### config.mk
export PLATFORM = sky130hd
export DESIGN_NAME = sha256_chunk_packer
export DESIGN_NICKNAME = d
export VERILOG_FILES = /design/src/rtl/sha256_chunk_packer.sv
export SDC_FILE = /design/constraint.sdc
export NUM_CORES = 1
export LEC_CHECK = 0
export CAP_MARGIN = 5
export CORE_MARGIN = 8
export CORE_UTILIZATION = 51
export CTS_CLUSTER_DIAMETER = 150
export CTS_CLUSTER_SIZE = 14
export DETAILED_ROUTE_END_ITERATION = 12
export PLACE_DENSITY = 0.89
export SYNTH_ARGS = -nofsm -noshare
export SYNTH_HDL_FRONTEND = slang
export SYNTH_SLANG_ARGS = --single-unit
### constraint.sdc
create_clock -name clk -period 21.6 [get_ports clk]
set_clock_uncertainty 0.1 [all_clocks]
set_input_delay 3.24 -clock clk [delete_from_list [all_inputs] [get_ports clk]]
set_output_delay 3.24 -clock clk [all_outputs]
set_load 0.03 [all_outputs]
### src/rtl/sha256_chunk_packer.sv
// sha256_chunk_packer
// Producer side of the SHA-256 chunk interface. Accepts the message as a
// 32-bit big-endian word stream, assembles 512-bit chunks and appends the
// standard padding (0x80 marker, zero fill, 64-bit message bit length).
//
// Ports:
//   clk, rst        clock, asynchronous active-high reset
//   buf_data_vld    input word valid
//   buf_data_rdy    input word ready (registered, high only in FILL)
//   buf_data        message word, first byte in [31:24]
//   buf_last        final word of the message
//   buf_nbytes      valid bytes in word, MSB-aligned (values >4 clamp to 4)
//   chunk_data_vld  chunk valid
//   chunk_data_rdy  chunk ready
//   chunk_data      512-bit chunk, slot 0 in [511:480], slot 15 in [31:0]
//   chunk_last      chunk carries the message length
//   err             sticky protocol error
//
// Optional feature: define SHA256_PACKER_ERR_EN to build the protocol checker
// behind err; otherwise err is tied low.
module sha256_chunk_packer (
  input  logic         clk,
  input  logic         rst,
  input  logic         buf_data_vld,
  output logic         buf_data_rdy,
  input  logic [31:0]  buf_data,
  input  logic         buf_last,
  input  logic [2:0]   buf_nbytes,
  output logic         chunk_data_vld,
  input  logic         chunk_data_rdy,
  output logic [511:0] chunk_data,
  output logic         chunk_last,
  output logic         err
);

  typedef enum logic [1:0] {FILL, PAD, OUT} state_t;

  state_t      state, state_nxt;
  logic [31:0] slot_q [16];
  logic [3:0]  idx;
  logic [63:0] nbyte;
  logic        marker_pend;
  logic        len_here;
  logic        tail_seen;
  logic        rdy_q;
  logic        last_q;

  logic [2:0]  nb;
  logic        in_hs;
  logic [31:0] tail_word;
  logic [31:0] pad_word;
  logic [63:0] bit_len;

  assign nb      = (buf_nbytes > 3'd4) ? 3'd4 : buf_nbytes;
  assign in_hs   = rdy_q & buf_data_vld;
  assign bit_len = {nbyte[60:0], 3'b000};

  // Final partial word: keep the valid bytes, marker right after them.
  always_comb begin
    tail_word = buf_data;
    case (nb)
      3'd0:    tail_word = 32'h8000_0000;
      3'd1:    tail_word = {buf_data[31:24], 24'h80_0000};
      3'd2:    tail_word = {buf_data[31:16], 16'h8000};
      3'd3:    tail_word = {buf_data[31:8], 8'h80};
      default: tail_word = buf_data;
    endcase
  end

  always_comb begin
    pad_word = '0;
    if (marker_pend)
      pad_word = 32'h8000_0000;
    else if (len_here && idx == 4'd14)
      pad_word = bit_len[63:32];
    else if (len_here && idx == 4'd15)
      pad_word = bit_len[31:0];
  end

  // State register
  always_ff @(posedge clk or posedge rst) begin
    if (rst) state <= FILL;
    else     state <= state_nxt;
  end

  // Next-state logic
  always_comb begin
    state_nxt = state;
    case (state)
      FILL: if (in_hs && (buf_last || idx == 4'd15))
              state_nxt = (idx == 4'd15) ? OUT : PAD;
      PAD:  if (idx == 4'd15) state_nxt = OUT;
      OUT:  if (chunk_data_rdy) begin
              if (last_q)         state_nxt = FILL;
              else if (tail_seen) state_nxt = PAD;
              else                state_nxt = FILL;
            end
      default: state_nxt = FILL;
    endcase
  end

  // Outputs
  always_comb begin
    chunk_data_vld = (state == OUT);
    buf_data_rdy   = rdy_q;
    chunk_last     = last_q;
    chunk_data     = '0;
    for (int unsigned i = 0; i < 16; i++)
      chunk_data[511 - 32*i -: 32] = slot_q[i];
  end

  // Datapath
  always_ff @(posedge clk or posedge rst) begin
    if (rst) begin
      for (int unsigned i = 0; i < 16; i++) slot_q[i] <= '0;
      idx         <= '0;
      nbyte       <= '0;
      marker_pend <= 1'b0;
      len_here    <= 1'b0;
      tail_seen   <= 1'b0;
      rdy_q       <= 1'b0;
      last_q      <= 1'b0;
    end else begin
      rdy_q <= (state_nxt == FILL);
      case (state)
        FILL: if (in_hs) begin
          slot_q[idx] <= buf_last ? tail_word : buf_data;
          idx         <= idx + 4'd1;
          nbyte       <= nbyte + 64'(nb);
          if (buf_last) begin
            tail_seen <= 1'b1;
            if (nb == 3'd4) marker_pend <= 1'b1;
            else            len_here    <= (idx <= 4'd13);
          end
          if (idx == 4'd15) last_q <= 1'b0;
        end
        PAD: begin
          slot_q[idx] <= pad_word;
          idx         <= idx + 4'd1;
          if (marker_pend) begin
            marker_pend <= 1'b0;
            len_here    <= (idx <= 4'd13);
          end
          // A marker landing in slot 15 leaves no room for the length.
          if (idx == 4'd15) last_q <= marker_pend ? 1'b0 : len_here;
        end
        OUT: if (chunk_data_rdy) begin
          for (int unsigned i = 0; i < 16; i++) slot_q[i] <= '0;
          idx <= '0;
          if (last_q) begin
            nbyte       <= '0;
            marker_pend <= 1'b0;
            len_here    <= 1'b0;
            tail_seen   <= 1'b0;
            last_q      <= 1'b0;
          end else if (tail_seen) begin
            len_here <= 1'b1;
          end
        end
        default: ;
      endcase
    end
  end

`ifdef SHA256_PACKER_ERR_EN
  logic err_q;
  always_ff @(posedge clk or posedge rst) begin
    if (rst)
      err_q <= 1'b0;
    else if (in_hs && !buf_last && nb != 3'd4)
      err_q <= 1'b1;
  end
  assign err = err_q;
`else
  assign err = 1'b0;
`endif

endmodule

==> results of run 1 <==
## through the flow
step,hold WS [ps],instances
floorplan,369.2,2255
global placement,360.5,3301
detailed placement,370.0,3301
CTS,383.9,3352
global route,411.0,3352
finish,380.2,3352
## per-layer routing
metal	vias up	share of wire	global-route usage
met2	1925	0.44	0.5647
met1	11510	0.36	0.4597
met4	0	0.075	0.2219
li1	9214	-	-
met5	-	0	0
met3	454	0.13	0.1155
## kinds of logic (layout without fill, tap and decap cells)
logic type | after synthesis | after routing | share of synthesized area
AO/OA/AOI/OAI | 836 | 836 | 0.2391
XOR/XNOR | 19 | 19 | 0.006746
adder cells (fa/ha/maj) | 13 | 13 | 0.006898
buffers and inverters | 238 | 720 | 0.03718
flip-flops | 584 | 584 | 0.5924
multiplexers | 41 | 41 | 0.01679
other | 1 | 1 | 0.0001520
AND/OR/NAND/NOR | 523 | 523 | 0.1007
## cell usage after synthesis (5+ instances only)
cell       instances  area share
a21o_1            13      0.0040
a31oi_1            8      0.0020
a22oi_1           20      0.0061
a22o_1           308        0.11
a32o_1             9      0.0037
buf_1              9      0.0014
nor2b_1           11      0.0028
mux2i_1           38       0.015
o22ai_1           62       0.016
o22a_1            12      0.0043
o21ai_1            5      0.0010
nor3_1            11      0.0022
and4_1             5      0.0018
clkbuf_1         156       0.024
o2bb2ai_1         29       0.010
dfrtp_1          584        0.59
a31o_2             5      0.0018
inv_1             60      0.0091
or4_1             10      0.0030
and3_1            13      0.0033
nand2b_1           9      0.0023
a21oi_1          156       0.032
or2_2              7      0.0018
or3_1             22      0.0056
buf_2             10      0.0020
o32a_1             6      0.0024
o31ai_1           12      0.0037
o21ai_0          160       0.032
and2_1            11      0.0028
ha_1              12      0.0061
a211oi_1           5      0.0015
nand3_1           21      0.0043
xnor2_1           15      0.0053
nor2_1           152       0.023
nand2_1          189       0.029
nor4_1            13      0.0033
nand4_1           24      0.0061
## worst paths after layout
check                             start        end  slack (ps)
max                        buf_data_vld       flop       15000
min                                flop       flop         380
max reg2reg                    state[0]       flop       17160
min reg2reg                        flop       flop         380
max in group asynchronous           rst  async pin       15900
min in group asynchronous           rst  async pin        3040
## power by group through the flow
stage / logic [uW] / registers [uW] / clock network [uW]
after floorplan: 1080 / 2610 / 0
after global placement: 3250 / 1860 / 0
after detailed placement: 3340 / 1880 / 0
after CTS: 3360 / 1880 / 805
after global routing: 3530 / 1930 / 844
final: 3400 / 1890 / 806
## layout make-up
| cell class | count | area [um^2] |
|---|---|---|
| sequential | 584 | 14610 |
| tap | 615 | 769.5 |
| multi-input combinational | 1433 | 9229 |
| fill | 3435 | 15680 |
| timing repair buffer | 608 | 5963 |
| inverter | 61 | 236.5 |
| clock inverter | 4 | 78.83 |
| clock buffer | 47 | 1176 |
## tightest hold or removal path, stage by stage (launching register included)
cell and delay (ps):
dfrtp_1 340, nand2_1 40, o21ai_0 60
==> metrics, run 1 <==
VDD IR-drop max approximately 0.13 mV; max incr delay on CP 1050 ps; final period utilization 0.3055; largest net degree at the start of global routing between 150 and 200; post-CTS setup buffer count 0; PortBufs approximately 550; Final Util 0.6716; Comb pwr share 0.557; switching share of total power 0.4797; leakage roughly 0.014 uW; final setup TNS 0 ps; worst-margin pin slew about 1400 ps; Post-synth ARST share 1.000; required time of the worst setup path between 20000 and 25000 ps; P_sw about 2900 uW; Yosys cell types between 60 and 70; Power Dens Cells 190.3 nW/um^2; post-DR vias/cell slightly below 7; initial antenna violation count 0; Crit Path Max Fanout between 60 and 70; fmax 0.1516 GHz; Setup WS pre-CTS ~15000 ps; average size of a mapped cell about 11 um^2; fin worst setup slack ~15000 ps; Congestion Overflow GR 0; Hold Buf Count CTS 0; number of remaining DRC errors 0; Int Power around 3200 uW; CP Depth 7; DP HPWL approximately 76 mm; most frequent cells in the layout 584 x dfrtp_1, 554 x clkdlybuf4s50_1, 308 x a22o_1; Synth Register Bits 584; first-pass GRT wire length around 160 mm; Mapped Area between 20000 and 25000 um^2; WP buf/inv 2; depth of the CTS H-tree 2; critical-path cell list clkdlybuf4s50_1 > a21boi_2 > or3_2 > buf_4 > nor2_2 > o21ai_2 > a22o_1; Global Route Usage Sum 0.3700; crit path launch type input pin; Crit Path Class input pin to flop; synthesized instance count 2255; YS warnings 0; num ports approximately 560; P&R area growth vs syn 29.99%; CP endpoint kind flop; Root Buffer clkbuf_16; final-report setup violation count 0; Synth Flop Type dfrtp_1; Post-Synthesis Net Count 2308; number of global-route vias before repair 22940; crit path DAT around 7000 ps; DR vias approximately 23000; post-CTS resize count 0; maxcap violations 0; Die X between 200 and 250 um; Slew Viols, Final 0; effective utilization at floorplan 0.5167; clk sink count 584; CTS buffer count 47; CP max-delay cell nor2_2; DR iter-0 viols approximately 3300; most common cell after layout, fill and taps aside dfrtp_1; clock tree buffer depth 3; Slew Limit Headroom 0.06308; Clock transition at path regs 70 ps; die area 55660 um^2; Hold/Removal Path Class flop to flop; worst reg2reg path depth 8; Antenna Cells 0; total power slightly above 6000 uW; wire length per cell between 30 and 40 um; core outline area 47750 um^2; GPL Wtd Cong a little over 1; layout cells sized above 1 0.05663; Period minus WS final ~6600 ps; antenna-violating nets left 0; hold depth 2; final wirelength around 110 mm; Post-synth EDFFs 0; outcome complete, no violations; Die H ~240 um; # rows 80; Fin. Hold Viols 0; DP Area slightly above 30000 um^2; Top delay family on crit path simple AND/OR/NAND/NOR gates; clk_lat worst skew a little over 600 ps; sequential power share 0.311; Clk pwr share 0.132; CTS tree built; RSZ-0062 raised after global routing false; part of the Yosys area used for sequential elements 0.5924; post-route cell area between 30000 and 40000 um^2; DR pass1 iterations 8; # nets final ~2800
No activity file was read; power rests on OpenSTA's default activity.
==> run 2, diff against run 1 <==
CORE_UTILIZATION = 46   (was 51)
PLACE_DENSITY = 0.85   (was 0.89)
clock period = 5.9 ns   (was 21.6 ns; I/O delays follow)
==> metrics, run 2 (synthesis gave the netlist of run 1 again) <==
clk sink count approximately 600; post-DR vias/cell 6.574; layout cells sized above 1 0.05596; post-CTS resize count 0; leakage 0.01433 uW; CTS buffer count 47; Slew Limit Headroom -0.01731; Crit Path Max Fanout 38; GPL Wtd Cong 0.9834; worst-margin pin slew between 1500 and 2000 ps; num ports between 500 and 600; Crit Path Class flop to flop; # nets final ~2800; DR pass1 iterations 6; Congestion Overflow GR 0; Hold/Removal Path Class flop to flop; RSZ-0062 raised after global routing false; Power Dens Cells between 600 and 700 nW/um^2; maxcap violations 0; crit path DAT ~4700 ps; antenna-violating nets left 0; Fin. Hold Viols 0; Root Buffer clkbuf_16; Hold Buf Count CTS 0; number of remaining DRC errors 0; PortBufs 554; die area 61290 um^2; crit path launch state[0]; clk_lat worst skew between 600 and 700 ps; initial antenna violation count 0; final period utilization 0.7343; wire length per cell 30.58 um; CP max-delay cell a21o_1; final wirelength 104.9 mm; depth of the CTS H-tree 2; first-pass GRT wire length 151.3 mm; VDD IR-drop max around 0.44 mV; required time of the worst setup path 6280 ps; effective utilization at floorplan 0.4621; critical-path cell list inv_1 > ha_1 > nor2b_1 > or3_2 > buf_4 > a21o_1 > nand2_1 > o21ai_0; post-CTS setup buffer count 0; failing checks slew limit; outcome finished with violations; Clock transition at path regs 60 ps; fmax ~0.23 GHz; Slew Viols, Final 11; crit path launch type flop; DR iter-0 viols around 2700; # rows between 80 and 90; most common cell after layout, fill and taps aside dfrtp_1; P&R area growth vs syn 30.63%; final-report setup violation count 0; largest net degree at the start of global routing 162; FF-to-FF setup slack 1570 ps; Reg-to-Reg Start state[0]; DR vias around 23000; Period minus WS final 4332 ps; most frequent cells in the layout 584 x dfrtp_1, 554 x clkdlybuf4s50_1, 308 x a22o_1; final setup TNS 0 ps; fin worst setup slack between 1500 and 2000 ps; Die H roughly 250 um; worst reg2reg path depth 8; core outline area around 53000 um^2; Post-Layout Cell Count 3431; Die X between 200 and 250 um; Setup WS pre-CTS roughly 1500 ps; DP HPWL 75.94 mm; max incr delay on CP between 900 and 1000 ps; CTS tree built; Global Route Usage Sum 0.3303; dpl cells 3376; number of global-route vias before repair 22480; CP endpoint kind flop; clock tree buffer depth 3
## run 2: changes by cell type in the layout (fill, tap and decap cells not counted), sizes merged
cell      change
buf           -3
clkbuf        +1
clkinv        +1
diode         +1
clkinvlp      +1
inv           -3
## run 2: metrics by stage
stage | total power, uW | area [um^2] | hold WS, ps | util
finish | 22230 | 32220 | 383.0 | 0.6036
global route | 23010 | 32220 | 395.6 | 0.6035
CTS | 22060 | 32170 | 382.8 | 0.6026
detailed placement | 19050 | 30890 | 368.7 | 0.5786
global placement | 18740 | 30890 | 361.2 | 0.5786
floorplan | 13530 | 24670 | 369.2 | -
## run 2: layout make-up
class | count | area [um^2]
sequential | 584 | 14610
fill | 4177 | 21160
clock buffer | 48 | 1201
clock inverter | 3 | 80.08
tap | 696 | 870.8
antenna | 1 | 2.502
timing repair buffer | 605 | 5977
multi-input combinational | 1433 | 9246
inverter | 61 | 232.7
## run 2: routing by layer
metal | up-vias | share of wire | GRT usage
met5 | - | 0 | 0
met4 | 0 | 0.061 | 0.1726
met3 | 322 | 0.13 | 0.1073
met2 | 1664 | 0.45 | 0.5092
met1 | 11360 | 0.37 | 0.4137
li1 | 9205 | - | -
## run 2: worst min-delay path by stage
| stage | start | end | cells after the start |
|---|---|---|---|
| finish | flop | flop | 2 |
| global route | flop | flop | 2 |
| CTS | flop | flop | 2 |
| detailed placement | flop | flop | 2 |
| global placement | flop | flop | 2 |
| floorplan | nbyte[2] | nbyte[2] | 2 |
## run 2: critical path, delay by kind of cell, from the launching register on
kind / cells / cell delay [ps]
adder cells (fa/ha/maj): 1 / 580
buffers and inverters: 2 / 530
flip-flops: 1 / 400
AND/OR/NAND/NOR: 3 / 1480
AO/OA/AOI/OAI: 2 / 1050
## run 2: power breakdown
group	internal [uW]	switching, uW	total [uW]
Clock	1490	1460	2960
Combinational	4530	7830	12400
Sequential	5650	1270	6920
Total	11700	10600	22200
